## src/rtl/seg_scan_sched.sv

```systemverilog
// Scan controller for the shared 6-digit 7-segment display: blank/drive digit scanning,
// tear-free frame buffering, and alert-over-normal source arbitration with a hold timer.
module seg_scan_sched #(
    parameter int DIGIT_CYC = 50_000,
    parameter int BLANK_CYC = 500,
    parameter int HOLD_CYC  = 100_000_000
) (
    input  logic        clk,
    input  logic        rstn,
    input  logic [23:0] norm_data,
    input  logic [5:0]  norm_dp,
    input  logic        alert_req,
    input  logic [23:0] alert_data,
    input  logic [5:0]  alert_dp,
    output logic        alert_busy,
    output logic        frame_tick,
    output logic [5:0]  sel,
    output logic [7:0]  seg
);

    localparam int CNT_MAX = (DIGIT_CYC > BLANK_CYC) ? DIGIT_CYC : BLANK_CYC;
    localparam int CNT_W   = (CNT_MAX > 1) ? $clog2(CNT_MAX) : 1;
    localparam int HOLD_W  = (HOLD_CYC > 1) ? $clog2(HOLD_CYC) : 1;

    typedef enum logic {BLANK, DRIVE} state_t;

    state_t            state, state_nxt;
    logic [CNT_W-1:0]  cnt, cnt_nxt;
    logic [2:0]        idx, idx_nxt;
    logic              boundary;
    logic [23:0]       buf_data, shadow_data;
    logic [5:0]        buf_dp, shadow_dp;
    logic [HOLD_W-1:0] hold_cnt;
    logic [3:0]        digit_nib;
    logic              digit_dp;
    logic [31:0]       buf_data_ext;
    logic [7:0]        buf_dp_ext;

    function automatic logic [6:0] decode(input logic [3:0] nib);
        logic [6:0] s;
        case (nib)
            4'h0: s = 7'h40;
            4'h1: s = 7'h79;
            4'h2: s = 7'h24;
            4'h3: s = 7'h30;
            4'h4: s = 7'h19;
            4'h5: s = 7'h12;
            4'h6: s = 7'h02;
            4'h7: s = 7'h78;
            4'h8: s = 7'h00;
            4'h9: s = 7'h10;
            4'hA: s = 7'h08;
            4'hB: s = 7'h03;
            4'hC: s = 7'h46;
            4'hD: s = 7'h21;
            4'hE: s = 7'h06;
            default: s = 7'h0E;
        endcase
        return s;
    endfunction

    always_comb begin
        state_nxt = state;
        cnt_nxt   = cnt + CNT_W'(1);
        idx_nxt   = idx;
        boundary  = 1'b0;
        case (state)
            BLANK: begin
                if (cnt == CNT_W'(BLANK_CYC - 1)) begin
                    state_nxt = DRIVE;
                    cnt_nxt   = '0;
                end
            end
            default: begin
                if (cnt == CNT_W'(DIGIT_CYC - 1)) begin
                    state_nxt = BLANK;
                    cnt_nxt   = '0;
                    if (idx == 3'd5) begin
                        idx_nxt  = 3'd0;
                        boundary = 1'b1;
                    end else begin
                        idx_nxt = idx + 3'd1;
                    end
                end
            end
        endcase
    end

    // Padded views so a 3-bit digit index always selects inside the vector
    always_comb begin
        buf_data_ext = {8'h00, buf_data};
        buf_dp_ext   = {2'b00, buf_dp};
        digit_nib    = buf_data_ext[{idx_nxt, 2'b00} +: 4];
        digit_dp     = buf_dp_ext[idx_nxt];
    end

    always_ff @(posedge clk or negedge rstn) begin
        if (!rstn) begin
            state <= BLANK;
            cnt   <= '0;
            idx   <= '0;
        end else begin
            state <= state_nxt;
            cnt   <= cnt_nxt;
            idx   <= idx_nxt;
        end
    end

    // Outputs are registered from the next scan state so they move on the same edge
    always_ff @(posedge clk or negedge rstn) begin
        if (!rstn) begin
            sel        <= 6'h3F;
            seg        <= 8'hFF;
            frame_tick <= 1'b0;
            buf_data   <= '0;
            buf_dp     <= '0;
        end else begin
            frame_tick <= boundary;
            if (boundary) begin
                buf_data <= alert_busy ? shadow_data : norm_data;
                buf_dp   <= alert_busy ? shadow_dp   : norm_dp;
            end
            if (state_nxt == DRIVE) begin
                sel <= ~(6'b000001 << idx_nxt);
                seg <= {~digit_dp, decode(digit_nib)};
            end else begin
                sel <= 6'h3F;
                seg <= 8'hFF;
            end
        end
    end

    // A request always wins, including on the cycle the hold would expire
    always_ff @(posedge clk or negedge rstn) begin
        if (!rstn) begin
            shadow_data <= '0;
            shadow_dp   <= '0;
            hold_cnt    <= '0;
            alert_busy  <= 1'b0;
        end else if (alert_req) begin
            shadow_data <= alert_data;
            shadow_dp   <= alert_dp;
            hold_cnt    <= HOLD_W'(HOLD_CYC - 1);
            alert_busy  <= 1'b1;
        end else if (alert_busy) begin
            if (hold_cnt == '0) begin
                alert_busy <= 1'b0;
            end else begin
                hold_cnt <= hold_cnt - HOLD_W'(1);
            end
        end
    end

endmodule
```

## config.mk

```make
export PLATFORM = sky130hd
export DESIGN_NAME = seg_scan_sched
export DESIGN_NICKNAME = d
export VERILOG_FILES = /design/src/rtl/seg_scan_sched.sv
export SDC_FILE = /design/constraint.sdc
export NUM_CORES = 1
export LEC_CHECK = 0
export ABC_AREA = 1
export CAP_MARGIN = 20
export CORE_MARGIN = 2
export CORE_UTILIZATION = 60
export CTS_CLUSTER_DIAMETER = 80
export DETAILED_ROUTE_END_ITERATION = 8
export PLACE_DENSITY = 0.85
export SYNTH_ARGS = -nofsm -noshare
export SYNTH_HDL_FRONTEND = slang
export SYNTH_SLANG_ARGS = --single-unit
export TNS_END_PERCENT = 5
```

## constraint.sdc

```tcl
create_clock -name clk -period 6.26 [get_ports clk]
set_input_delay 1.252 -clock clk [delete_from_list [all_inputs] [get_ports clk]]
set_output_delay 1.252 -clock clk [all_outputs]
set_load 0.02 [all_outputs]
```

==> out/metrics.yaml <==
post-cts-setup-buffers: 0
crit_path_start_kind: "flop"
setup-violations-final: 0
cts_buffers: 17
grt_pass1_wl_um: 25800
area_growth_pct: 22.6
crit_arrival_ns: 2.31
path_buf_inv: 1
crit_path_max_fanout: 39
wl_per_cell_um: 14.7
cts_sinks: 123
io_pins: 79
place.gp.congestion: 0.918
synth_cell_types: 41
die_w_um: 107
slowest_delay_ns: 0.99
critPathKind: "reg2out"
die_area_um2: 11400
finalCritPeriodShare: 0.569
die_y_um: 107
grt_max_degree: 79
grt_pass1_vias: 5576
finalHoldViolCount: 0
most-common-layout-cells: "234 x nand2_1, 108 x dfrtp_1, 76 x clkdlybuf4s50_1, 73 x inv_1, 72 x o21ai_0"
cts_buffer_depth: 2
clock-root-buffer: "clkbuf_8"
cts_tree: "done"
mostFrequentLayoutCell: "nand2_1"
tns_ns: 0
drc_errors: 0
cts_hold_buf: 0
fmax_mhz: 281
status: "finished, final reports clean"
layout.nets: 936
layout-drive-gt1-share: 0.0959
power_density_nw_per_um2: 241
ys_seq_area_frac: 0.489
setup_ws_ns: 2.70
syn_area_per_cell_um2: 8.05
clk_pin_slew_ns: 0.06
rsz0062_at_grt: "false"
ys_ff_latch: 123
clock_latency_ns: 0.52
end_kind: "output pin"
tightest_slew_ns: 0.988
drv_slew: 0
coreArea_um2: 10300
cts_resized: 0
drtPass1Iterations: 5
placed_area_um2: 7190
cpMaxStageDelayCell: "dfrtp_2"
slew_headroom: 0.342
synth_cells: 787
postRouteAntennaNets: 0
diodes: 0
via_per_inst: 5.50
overflow: 0
num_vias: 5568
utilization: 0.755
crit_required_ns: 5.01
critPathTopFamily: "flip-flops"
min_period_ns: 3.56
crit_chain: "clkdlybuf4s50_1"
cts_max_level: 4
fillers: 752
syn_area_um2: 6330
antenna_found_initial: 0
finalWirelength_um: 14900
track_usage: 0.287
final_area_um2: 7760
synth_nets: 860
hpwl_um: 10400
min_path_type: "reg2reg"
placementRows: 37
cap_violations: 0
io_buffers: 78
ir_drop_mv: 0.199
drtIter0Drc: 450
total_power_mw: 1.87
initial_core_util: 0.616
post-place-ws_ns: 3.00
power.leakage_nw: 3.84
fin_worst_skew_ns: 0.00905
synth_warnings: 0
final cells by class:
class,count,area [um^2],area share
Clock buffer,22,463,0.0596
Clock inverter,10,115,0.0148
Inverter,79,297,0.0382
Multi-Input combinational cell,560,2820,0.363
Sequential cell,123,3100,0.399
Tap cell,136,170,0.0219
Timing Repair Buffer,82,803,0.103
routing by layer:
metal | wire length, um | part of all wire | up-vias | track usage
met4 | 284 | 0.019 | 0 | 0.106
met1 | 6080 | 0.41 | 2639 | 0.359
li1 | - | - | 2684 | -
met2 | 7690 | 0.52 | 220 | 0.498
met3 | 855 | 0.057 | 25 | 0.0529
met5 | 0 | 0 | - | 0
report_power, final:
part | switching, mW | internal, mW
registers | 0.0109 | 0.815
logic | 0.0523 | 0.0501
clock network | 0.345 | 0.597
state kept, by name, summed over array words and instances (netlist names):
signal / cells
hold_cnt: 27
buf_dp: 6
frame_tick: 1
seg: 8
shadow_data: 24
shadow_dp: 6
buf_data: 24
state: 1
alert_busy: 1
idx: 3
cnt: 16
sel: 6
synth_stat cells, drive strengths merged:
| cell type | count | area (um^2) |
|---|---|---|
| nand2 | 250 | 993 |
| dfrtp | 109 | 2730 |
| inv | 76 | 285 |
| o21ai | 76 | 388 |
| nor2 | 71 | 287 |
| nand3 | 57 | 313 |
| mux2i | 23 | 230 |
| nor3 | 20 | 105 |
| clkbuf | 18 | 67.6 |
| a21oi | 14 | 70.1 |
| dfstp | 14 | 368 |
| ha | 10 | 125 |
| nand4 | 9 | 71.3 |
| xor2 | 9 | 78.8 |
| buf | 7 | 53.8 |
| nor4 | 5 | 31.3 |
| nand3b | 4 | 30.0 |
| xnor2 | 4 | 35.0 |
| clkinv | 3 | 11.3 |
| a22oi | 1 | 7.51 |
| a31oi | 1 | 6.26 |
| and2 | 1 | 6.26 |
| nor3b | 1 | 7.51 |
| o211ai | 1 | 7.51 |
| o21bai | 1 | 11.3 |
| o221ai | 1 | 8.76 |
| or2 | 1 | 6.26 |
path summary, 6_finish.rpt:
check | cells after the start | endpoint | from | slack, ns
max | 1 | alert_busy | alert_busy$_DFF_PN0_ | 2.70
min | 2 | shadow_data[15]$_DFFE_PN0P_ | shadow_data[15]$_DFFE_PN0P_ | 0.47
max reg2reg | 17 | seg[1]$_DFF_PN1_ | cnt[0]$_DFF_PN0_ | 3.57
min reg2reg | 2 | shadow_data[15]$_DFFE_PN0P_ | shadow_data[15]$_DFFE_PN0P_ | 0.47
max in group asynchronous | 2 | buf_data[4]$_DFFE_PN0P_ | rstn | 4.26
min in group asynchronous | 1 | cnt[3]$_DFF_PN0_ | rstn | 0.88
through the flow:
stage | hold slack, ns | std cells
after floorplan | 0.433 | 787
after global placement | 0.446 | 980
after detailed placement | 0.461 | 980
after CTS | 0.475 | 1012
after global routing | 0.489 | 1012
final | 0.473 | 1012
kinds of logic after synthesis:
logic type / after synthesis / synth area share
AO/OA/AOI/OAI: 95 / 0.0788
XOR/XNOR: 13 / 0.0180
adder cells (fa/ha/maj): 10 / 0.0198
buffers and inverters: 104 / 0.0660
flip-flops: 123 / 0.489
multiplexers: 23 / 0.0364
AND/OR/NAND/NOR: 419 / 0.292
No activity file was read; power rests on OpenSTA's default activity.
==> edit 1, RTL diff (same settings) <==
Set the parameter `BLANK_CYC` to 1000 (it was 500).
--- a/src/rtl/seg_scan_sched.sv
+++ b/src/rtl/seg_scan_sched.sv
@@ -3,5 +3,5 @@
 module seg_scan_sched #(
     parameter int DIGIT_CYC = 50_000,
-    parameter int BLANK_CYC = 500,
+    parameter int BLANK_CYC = 1000,
     parameter int HOLD_CYC  = 100_000_000
 ) (
Check against the original RTL: same outputs for any inputs over 10 cycles, from zero or initial values and one cycle with rstn low; that may be too few to reach the edited logic, so the function may still have changed.
==> edit 1 against the unedited design <==
- worst setup slack improved by 0.057 ns
- synthesized area is essentially flat
- cell area grew 0.69%
- synthesized cell count decreased by 1.0%
- critical path depth unchanged
- wire length grew 1.7%
- sequential cell count unchanged
- register-to-register slack got worse by 0.09 ns
- total power is 2.0% higher
==> edit 1: results (changes against the unedited design) <==
Outcome
  – Result of the run: complete, no violations

Critical path
  – Endpoint arrival time on the critical path: 2.25 ns (-0.06 ns)
  – R2R setup slack: 3.48 ns (-0.09 ns)
  – R2r endpoint: seg[3]

Place
  – Post-placement setup slack: 3.31 ns (+0.313 ns)
  – Instance count after placement with tap cells included: 974 (-0.61%)
  – HPWL after detailed placement: 9.87 mm (-5.0%)
  – Final GP Congestion: 0.908 (-1.2%)
  – Placed Instance Area: 7200 sq um (+0.17%)

Global routing
  – Via count of the first global-routing pass: 5609 (+0.59%)
  – Maximum number of pins on one net before global-route repair: 86 (+8.9%)
  – Global-route usage over all layers: 0.281 (-0.00608)
  – Wire length of the first global-routing pass: 25.5 mm (-0.94%)

Synthesis
  – Net count of the mapped netlist: 852 (-0.93%)
  – Synthesized-area fraction occupied by adder cells: 0.0198 (about the same)
  – Sequential fraction of the synthesis area: 0.489 (about the same)
  – Most numerous cell types in the synthesized netlist: nand2_1, dfrtp_1, inv_1, o21ai_0, nor2_1
  – Dominant cells by area after synthesis: dfrtp_1, nand2_1, dfstp_2, o21ai_0, inv_1
  – Multiplexer share of the synthesized area: 0.0364 (about the same)

Pwr
  – Worst voltage drop across the vdd grid: 0.128 mV (-36%)
  – P_int: 1.49 mW (+2.0%)
  – Leakage power: 3.87 nW (+0.62%)

Finish
  – Non-filler cells, final: 1007 (-0.49%)
  – Share of layout cells above drive strength 1: 0.116 (+0.0201)

Drt
  – Post-detailed-route via-to-cell ratio: 5.50 (about the same)
  – Detailed router's first-iteration violation count: 440 (-2.2%)
  – DR WL/cell: 15.1 microns (+2.2%)

Worst hold path
  – Hold path start: cnt[0]
  – WHS Path Cells: 1 (-1)

Timing
  – Hold Slack: 0.462 ns (-0.0113 ns)
  – Worst path setup slack after routing: 2.76 ns (+0.0572 ns)
  – Transition time at the pin with the least slew margin: 1.01 ns (+0.0199 ns)
edit 1: area by class of cell:
class / count / area [sq um] / share of cell area
clock inverters: 12 / 146 / 0.0187
inverters: 76 / 287 / 0.0367
multi-input cells: 558 / 2850 / 0.364
clock buffers: 20 / 445 / 0.0570
flip-flops and latches: 123 / 3100 / 0.396
repair buffers: 82 / 823 / 0.105
well taps: 136 / 170 / 0.0218
edit 1: per-layer routing:
metal  up-vias  global-route usage  part of all wire
met1      2615               0.348              0.40
met5         -                   0                 0
met3        39              0.0535             0.056
met2       221               0.490              0.52
li1       2667                   -                 -
met4         0               0.102             0.025
edit 1: power by group through the flow:
| stage | Clock (mW) | Sequential (mW) | Combinational, mW |
|---|---|---|---|
| 2_1_floorplan | 0 | 0.835 | 0.0359 |
| 3_5_place_dp | 0 | 0.838 | 0.101 |
| 5_1_grt | 1.01 | 0.827 | 0.116 |
| 3_3_place_gp | 0 | 0.837 | 0.0976 |
| 4_1_cts | 0.977 | 0.825 | 0.102 |
| 6_report | 0.981 | 0.825 | 0.103 |
==> edit 2, RTL diff (same settings) <==
Made on the original files. Register the output `seg` once more; this adds one clock of latency there. The other outputs are not delayed to match.
--- a/src/rtl/seg_scan_sched.sv
+++ b/src/rtl/seg_scan_sched.sv
@@ -24,4 +24,6 @@
 
     typedef enum logic {BLANK, DRIVE} state_t;
+
+    logic [7:0] seg_s0;
 
     state_t            state, state_nxt;
@@ -111,5 +113,5 @@
         if (!rstn) begin
             sel        <= 6'h3F;
-            seg        <= 8'hFF;
+            seg_s0     <= 8'hFF;
             frame_tick <= 1'b0;
             buf_data   <= '0;
@@ -123,8 +125,8 @@
             if (state_nxt == DRIVE) begin
                 sel <= ~(6'b000001 << idx_nxt);
-                seg <= {~digit_dp, decode(digit_nib)};
+                seg_s0 <= {~digit_dp, decode(digit_nib)};
             end else begin
                 sel <= 6'h3F;
-                seg <= 8'hFF;
+                seg_s0 <= 8'hFF;
             end
         end
@@ -152,3 +154,7 @@
     end
 
+    always_ff @(posedge clk) begin
+        seg <= seg_s0;
+    end
+
 endmodule
Behaviour: no difference found for any inputs over 10 cycles, from zero or initial values and one cycle with rstn low; that may be too few to reach the edited logic, so the function may still have changed.
==> edit 2 against the unedited design <==
- wire length increased by 2.6%
- largest cell class unchanged
- sequential cell count grew 8
- cell area is 2.5% higher
- via count grew 0.36%
- total power up 6.2%
- critical path depth stayed put
- sequential share of layout area grew 1.0 points
- clock power is 7% higher
- worst setup slack gained 0.015 ns
- largest power group unchanged
- synthesized area increased by 2.2%
==> edit 2: results (changes against the unedited design) <==
Synthesis
  – Fraction of registers with async set/reset: 0.939 (-0.0611)
  – Dominant cells by area after synthesis: dfrtp_1, nand2_1, dfstp_2, o21ai_0, inv_1
  – Multiplexer share of the synthesized area: 0.0402 (+0.00384)
  – XOR/XNOR Fraction of Synth Area: 0.0149 (-0.00310)
  – Area fraction in compound gates after synthesis: 0.0777 (-0.00114)
  – Most numerous cell types in the synthesized netlist: nand2_1, dfrtp_1, inv_1, nor2_1, o21ai_0
  – Net count of the mapped netlist: 867 (+0.81%)
  – Sequential fraction of the synthesis area: 0.503 (+0.0141)
  – Synthesized-area fraction occupied by adder cells: 0.0193 (-0.000432)

Drt
  – Post-detailed-route via-to-cell ratio: 5.48 (-0.33%)
  – Number of detailed-route iterations in the first pass: 5 (unchanged)
  – DR WL/cell: 15.0 microns (+1.9%)
  – Detailed router's first-iteration violation count: 407 (-9.6%)

Global routing
  – Global-route usage over all layers: 0.286 (-0.000887)
  – Maximum number of pins on one net before global-route repair: 74 (-6.3%)
  – Via count of the first global-routing pass: 5634 (+1.0%)
  – Wire length of the first global-routing pass: 25.9 mm (+0.43%)

Pwr
  – P_int: 1.56 mW (+6.7%)
  – Worst voltage drop across the vdd grid: 0.248 mV (+25%)
  – Leakage power: 3.96 nW (+3.1%)

Place
  – Final GP Congestion: 0.935 (+1.9%)
  – Post-placement setup slack: 2.52 ns (-0.482 ns)
  – HPWL after detailed placement: 10.4 mm (+0.62%)

Finish
  – Share of layout cells above drive strength 1: 0.0963 (+0.000372)
  – Number of filler instances in the final layout: 721 (-4.1%)
  – Diodes inserted: 0 (unchanged)
  – Final net count: 944 (+0.85%)

Critical path
  – Endpoint arrival time on the critical path: 2.29 ns (-0.02 ns)
  – Highest fanout seen on the critical path: 36 (-7.7%)
  – Critical path's largest stage delay: 1.00 ns

Timing
  – Max Clock Skew: 0.00775 ns (-0.00129 ns)
  – Relative max-transition margin: 0.355 (+0.0133)

Outcome
  – Result of the run: complete, no violations

CTS
  – Max H-tree Level: 4 (unchanged)
-- edit 2: cell families after synthesis --
| kind of cell | after synthesis |
|---|---|
| simple gates | 418 |
| buf+inv | 103 |
| mux | 26 |
| flops | 131 |
| xor+xnor | 11 |
| fa+ha+maj | 10 |
| compound gates | 95 |
-- edit 2: worst paths after layout --
path                            start  cells after the start    endpoint  slack [ns]
max                        alert_busy                      1  alert_busy        2.71
min                         seg_s0[7]                      0      seg[7]        0.39
min in group asynchronous        rstn                      1     cnt[10]        0.85
min reg2reg                 seg_s0[7]                      0      seg[7]        0.39
max in group asynchronous        rstn                      2  alert_busy        4.18
max reg2reg                    cnt[0]                     18   seg_s0[4]        3.36
-- edit 2: power groups by stage --
stage	clock network [mW]	logic, mW	registers [mW]
floorplan	0	0.0352	0.887
global placement	0	0.0987	0.890
detailed placement	0	0.102	0.891
CTS	1.02	0.103	0.877
finish	1.01	0.104	0.877
global route	1.05	0.115	0.878
-- edit 2: final cells by class --
| class | instances | area share |
|---|---|---|
| tap | 136 | 0.0214 |
| multi-input combinational | 560 | 0.352 |
| sequential | 131 | 0.409 |
| clock inverter | 14 | 0.0236 |
| timing repair buffer | 82 | 0.104 |
| inverter | 79 | 0.0373 |
| clock buffer | 17 | 0.0521 |
-- edit 2: per-stage QoR --
step	power [mW]	cells	cell area, sq um	hold WS (ns)
after detailed placement	0.993	987	7330	0.387
final	1.99	1019	7960	0.395
after global placement	0.989	987	7330	0.386
after global routing	2.05	1019	7960	0.399
after CTS	2.00	1018	7930	0.395
after floorplan	0.923	794	6470	0.386
-- edit 2: per-layer routing --
metal	up-vias	track usage	routed length, microns
met5	-	0	0
met4	0	0.118	420
met3	37	0.0690	772
met2	180	0.501	8160
met1	2670	0.336	5950
li1	2701	-	-
